<file path="config.mk">
export PLATFORM = sky130hd
export DESIGN_NAME = fpalu_operand_issue
export DESIGN_NICKNAME = d
export VERILOG_FILES = /design/src/rtl/fpalu_operand_issue.sv
export SDC_FILE = /design/constraint.sdc
export NUM_CORES = 1
export LEC_CHECK = 0
export ABC_CLOCK_PERIOD_IN_PS = 3690
export CAP_MARGIN = 0
export CORE_AREA = 2 2 156 158
export CTS_CLUSTER_DIAMETER = 40
export DETAILED_ROUTE_END_ITERATION = 6
export DIE_AREA = 0 0 158 160
export GPL_ROUTABILITY_DRIVEN = 0
export MAX_ROUTING_LAYER = met4
export PLACE_DENSITY = 0.77
export SLEW_MARGIN = 30
export SYNTH_ARGS = -nofsm -noshare
export SYNTH_HDL_FRONTEND = slang
export SYNTH_SLANG_ARGS = --single-unit
</file>
<file path="constraint.sdc">
create_clock -name clk -period 3.69 [get_ports clk]
set_input_delay 0.738 -clock clk [delete_from_list [all_inputs] [get_ports clk]]
set_output_delay 0.738 -clock clk [all_outputs]
set_load 0.02 [all_outputs]
</file>
<file path="src/rtl/fpalu_operand_issue.sv">
// fpalu_operand_issue: operand-issue stage in front of the single-precision FP
// multiplier. Operand pairs are buffered in a DEPTH-entry FIFO, classified on
// their way into an output register, and handed to the multiplier through a
// second valid/ready handshake so its datapath only ever sees registered operands.
// Optional build macro: FP_OPERAND_STATS_EN adds issue/special-case counters.
module fpalu_operand_issue #(
  parameter int DEPTH = 4,
  parameter int PTR_W = 2
) (
  input  logic              clk,
  input  logic              rst,
  input  logic              flush,
  input  logic              in_valid,
  output logic              in_ready,
  input  logic [31:0]       in_a,
  input  logic [31:0]       in_b,
  output logic              mul_valid,
  input  logic              mul_ready,
  output logic [32:0]       mul_a,
  output logic [32:0]       mul_b,
  output logic [1:0]        op_class,
  output logic [PTR_W:0]    fifo_count
`ifdef FP_OPERAND_STATS_EN
  ,
  output logic [15:0]       stat_issued,
  output logic [15:0]       stat_special
`endif
);

  localparam logic [PTR_W:0] FULL_C = (PTR_W+1)'(DEPTH);

  typedef enum logic {ST_EMPTY = 1'b0, ST_HOLD = 1'b1} out_state_e;

  // Pair classification: NaN beats inf beats zero beats normal; inf*0 is NaN.
  function automatic logic [1:0] classify(input logic [31:0] a, input logic [31:0] b);
    logic a_nan, b_nan, a_inf, b_inf, a_zero, b_zero;
    a_nan  = (a[30:23] == 8'hFF) && (a[22:0] != 23'd0);
    b_nan  = (b[30:23] == 8'hFF) && (b[22:0] != 23'd0);
    a_inf  = (a[30:23] == 8'hFF) && (a[22:0] == 23'd0);
    b_inf  = (b[30:23] == 8'hFF) && (b[22:0] == 23'd0);
    a_zero = (a[30:23] == 8'h00);
    b_zero = (b[30:23] == 8'h00);
    if (a_nan || b_nan || (a_inf && b_zero) || (b_inf && a_zero)) begin
      return 2'b11;
    end else if (a_inf || b_inf) begin
      return 2'b10;
    end else if (a_zero || b_zero) begin
      return 2'b01;
    end else begin
      return 2'b00;
    end
  endfunction

  logic [31:0]      mem_a_q [DEPTH];
  logic [31:0]      mem_b_q [DEPTH];
  logic [PTR_W-1:0] wr_ptr_q;
  logic [PTR_W-1:0] rd_ptr_q;
  logic [PTR_W:0]   count_q;
  logic [PTR_W:0]   count_d;
  out_state_e       state_q;
  logic [31:0]      out_a_q;
  logic [31:0]      out_b_q;
  logic [1:0]       cls_q;
  logic             push_s;
  logic             pop_s;

  // in_ready never looks at a pop: a full FIFO refuses even if it drains this cycle.
  assign in_ready = (count_q != FULL_C) && !flush;
  assign push_s   = in_valid && in_ready;
  // The output register pulls a new entry when it is empty or being consumed.
  assign pop_s    = (count_q != '0) && ((state_q == ST_EMPTY) || mul_ready);

  assign mul_valid  = (state_q == ST_HOLD);
  assign mul_a      = {1'b0, out_a_q};
  assign mul_b      = {1'b0, out_b_q};
  assign op_class   = cls_q;
  assign fifo_count = count_q;

  // Occupancy update; simultaneous push and pop leave the count unchanged.
  always_comb begin
    count_d = count_q;
    case ({push_s, pop_s})
      2'b10:   count_d = count_q + (PTR_W+1)'(1);
      2'b01:   count_d = count_q - (PTR_W+1)'(1);
      default: count_d = count_q;
    endcase
  end

  // FIFO storage; contents are don't-care until written, so no reset.
  always_ff @(posedge clk) begin
    if (push_s) begin
      mem_a_q[wr_ptr_q] <= in_a;
      mem_b_q[wr_ptr_q] <= in_b;
    end
  end

  // Pointers, occupancy and the EMPTY/HOLD output register.
  always_ff @(posedge clk or posedge rst) begin
    if (rst) begin
      wr_ptr_q <= '0;
      rd_ptr_q <= '0;
      count_q  <= '0;
      state_q  <= ST_EMPTY;
      out_a_q  <= 32'd0;
      out_b_q  <= 32'd0;
      cls_q    <= 2'b00;
    end else if (flush) begin
      wr_ptr_q <= '0;
      rd_ptr_q <= '0;
      count_q  <= '0;
      state_q  <= ST_EMPTY;
      out_a_q  <= 32'd0;
      out_b_q  <= 32'd0;
      cls_q    <= 2'b00;
    end else begin
      count_q <= count_d;
      if (push_s) begin
        wr_ptr_q <= wr_ptr_q + PTR_W'(1);
      end
      if (pop_s) begin
        rd_ptr_q <= rd_ptr_q + PTR_W'(1);
        out_a_q  <= mem_a_q[rd_ptr_q];
        out_b_q  <= mem_b_q[rd_ptr_q];
        cls_q    <= classify(mem_a_q[rd_ptr_q], mem_b_q[rd_ptr_q]);
      end
      case (state_q)
        ST_EMPTY: state_q <= pop_s ? ST_HOLD : ST_EMPTY;
        ST_HOLD:  state_q <= (mul_ready && !pop_s) ? ST_EMPTY : ST_HOLD;
        default:  state_q <= ST_EMPTY;
      endcase
    end
  end

`ifdef FP_OPERAND_STATS_EN
  logic [15:0] issued_q;
  logic [15:0] special_q;
  logic        fire_s;

  assign fire_s       = mul_valid && mul_ready;
  assign stat_issued  = issued_q;
  assign stat_special = special_q;

  // Saturating counters of issued pairs and of issued special-case pairs.
  always_ff @(posedge clk or posedge rst) begin
    if (rst) begin
      issued_q  <= 16'd0;
      special_q <= 16'd0;
    end else if (flush) begin
      issued_q  <= 16'd0;
      special_q <= 16'd0;
    end else if (fire_s) begin
      if (issued_q != 16'hFFFF) begin
        issued_q <= issued_q + 16'd1;
      end
      if ((cls_q != 2'b00) && (special_q != 16'hFFFF)) begin
        special_q <= special_q + 16'd1;
      end
    end
  end
`endif

endmodule

</file>
==> results.yml <==
run_status:
  status: "finished clean"
final_layout:
  fillCellCount: 1597
  diodes: 0
  area_growth_pct: 24.15
  instances_no_fill: 1230
  fin_area_um2: 15860
  final_common_cell: "edfxtp_1"
  drive_gt1_share_pct: 14.35
  final_net_count: 951
  layout_common_cells: "edfxtp_1, nand2_1, clkdlybuf4s50_1"
grt:
  grt_overflow: 0
  grt_pass1_wl_um: 40530
  track_usage_pct: 21.88
  grt_max_degree: 78
  antenna_found_initial: 0
  grt_pass1_vias: 7110
floorplan:
  dieArea_um2: 25280
  fp.coreArea_um2: 23820
  rows: 57
  start_util_pct: 53.61
  ios: 142
  dieWidth_um: 158
  fp.dieH_um: 160
worst_setup_path:
  crit_fanout: 14
  cp.required_ps: 4050
  arrival_ps: 3270
  crit_path_start_kind: "flop"
  endpoint_kind: "flop"
  worst-setup-path-type: "reg2reg"
flow_run:
  maxCapViolCount: 0
clock_network:
  cts_hold_buffers: 0
  cts_setup_buffers: 0
  cts.clk_slew.worst_paths_ps: 60
  numCtsBuffers: 37
  h-tree-depth: 2
  cts.path.max_buffers: 3
  cts_tree: "done"
  clockRootBuffer: "clkbuf_16"
  clkSinkCount: 330
  post_cts_resize_count: 0
  insertion_delay_ps: 510
timing:
  slew_violations: 0
  slew_headroom_pct: 41.26
  fmax_mhz: 343.7
  fin_crit_ps: 2909
  finalHoldViolations: 0
  final-setup-viol-count: 0
  setup_tns_ps: 0
  worstMarginPinSlew_ps: 881.1
  finClkSkew_ps: 17.86
  period_share_pct: 78.84
  rsz0062_at_grt: "no"
routing:
  drc_errors: 0
  num_vias: 6925
  first_pass_iters: 5
  ant_nets: 0
  wirelength_um: 26160
  viasPerCell: 5.630
  drtIter0Drc: 608
  wire_per_inst_um: 21.27
yosys:
  synth-adder-area-share_pct: 0.5486
  synthXorXnorAreaFrac_pct: 0.1372
  ys_ff_latch: 330
  seq_area_frac_synth_pct: 74.69
  yosys_warnings: 0
  netlist_area_um2: 12770
  synth_compound_area_share_pct: 3.292
  syn_inst: 716
  synth-edff-count: 256
  synth_top_family_by_area: "multiplexers"
  synthSimpleGateAreaFrac_pct: 6.515
  synth_cell_types: 39
  avgSynthCellArea_um2: 17.84
  synthArstFlopShare_pct: 22.42
  synth_ff_type: "edfxtp_1"
  muxShareOfSynthArea_pct: 12.73
pwr:
  power.density_nw_per_um2: 742.9
  ir_worst_vdd_uv: 568.4
  p_leak_nw: 5.493
placed_design:
  place_area_um2: 14580
  portBuffers: 139
  dp_hpwl_um: 16720
  placed_cells: 1162
worst_hold_path:
  hold_class: "reg2reg"
synthesized netlist by cell type, drive strengths merged (2+ instances only):
cell,n,area share [%]
a211oi,2,0.12
a21oi,68,2.7
and2,4,0.20
buf,17,1.2
clkbuf,24,0.71
dfrtp,74,14
edfxtp,256,60
ha,4,0.39
inv,6,0.18
mux4,65,13
nand2,142,4.2
nand4,6,0.29
nor2,8,0.24
nor3,5,0.20
nor4,15,1.1
o21ai,2,0.078
or2,2,0.098
final cells by class:
cell class	count	area, µm²	share of cell area [%]
tap	324	405.4	2.557
multi-input combinational	340	2995	18.89
clock buffer	42	997.2	6.289
sequential	330	9544	60.20
clock inverter	26	276.5	1.744
inverter	6	27.53	0.1736
timing repair buffer	162	1609	10.15
state kept, by name, indices dropped and copies added, names as in the netlist:
signal,count
mem_a_q,128
rd_ptr_q,2
op_class,2
out_a_q,32
wr_ptr_q,2
mem_b_q,128
mul_valid,1
fifo_count,3
out_b_q,32
stage by stage:
stage               util (%)  setup WS (ps)  hold slack (ps)  total power, mW
floorplan                  -          205.1            554.6            6.909
global placement       61.20          770.7            511.7            8.073
detailed placement     61.21          706.8            515.1            8.135
CTS                    66.56          745.1            523.4            11.87
global route           66.56          644.8            541.2            12.30
finish                 66.56          780.8            519.3            11.78
path summary, 6_finish.rpt:
path / startpoint / to / slack, ps / cells after the start
max: rd_ptr_q[0] / op_class[0] / 780 / 7
min: out_b_q[5] / out_b_q[5] / 520 / 2
max reg2reg: rd_ptr_q[0] / op_class[0] / 780 / 7
min reg2reg: out_b_q[5] / out_b_q[5] / 520 / 2
max in group asynchronous: rst / out_b_q[6] / 2510 / 3
min in group asynchronous: rst / out_a_q[29] / 590 / 2
logic make-up (layout without fill, tap and decap cells):
family          after synthesis  count (layout)
xor+xnor                      2               2
simple gates                186             186
mux                          66              66
buf+inv                      47             236
flops                       330             330
compound gates               79              79
fa+ha+maj                     5               5
other cells                   1               2
critical path, cell delays in order, from the launching register on:
cell and delay, ps:
dfrtp_4 570, buf_4 320, buf_4 300, mux4_1 630
nor4_2 280, nand4_1 170, nor4_1 320, o22ai_1 140
power breakdown:
part	switching, mW	internal (mW)	leakage [nW]
registers	0.288	4.48	3.32
clock network	1.47	2.25	0.618
logic	1.87	1.41	1.56
total	3.64	8.14	5.49
per-layer routing:
| metal | global-route usage [%] | part of all wire [%] |
|---|---|---|
| met4 | 6.061 | 1.9 |
| met3 | 2.931 | 5.2 |
| met5 | - | 0 |
| met1 | 30.77 | 42 |
| met2 | 34.35 | 51 |
No activity file was read; power rests on OpenSTA's default activity.
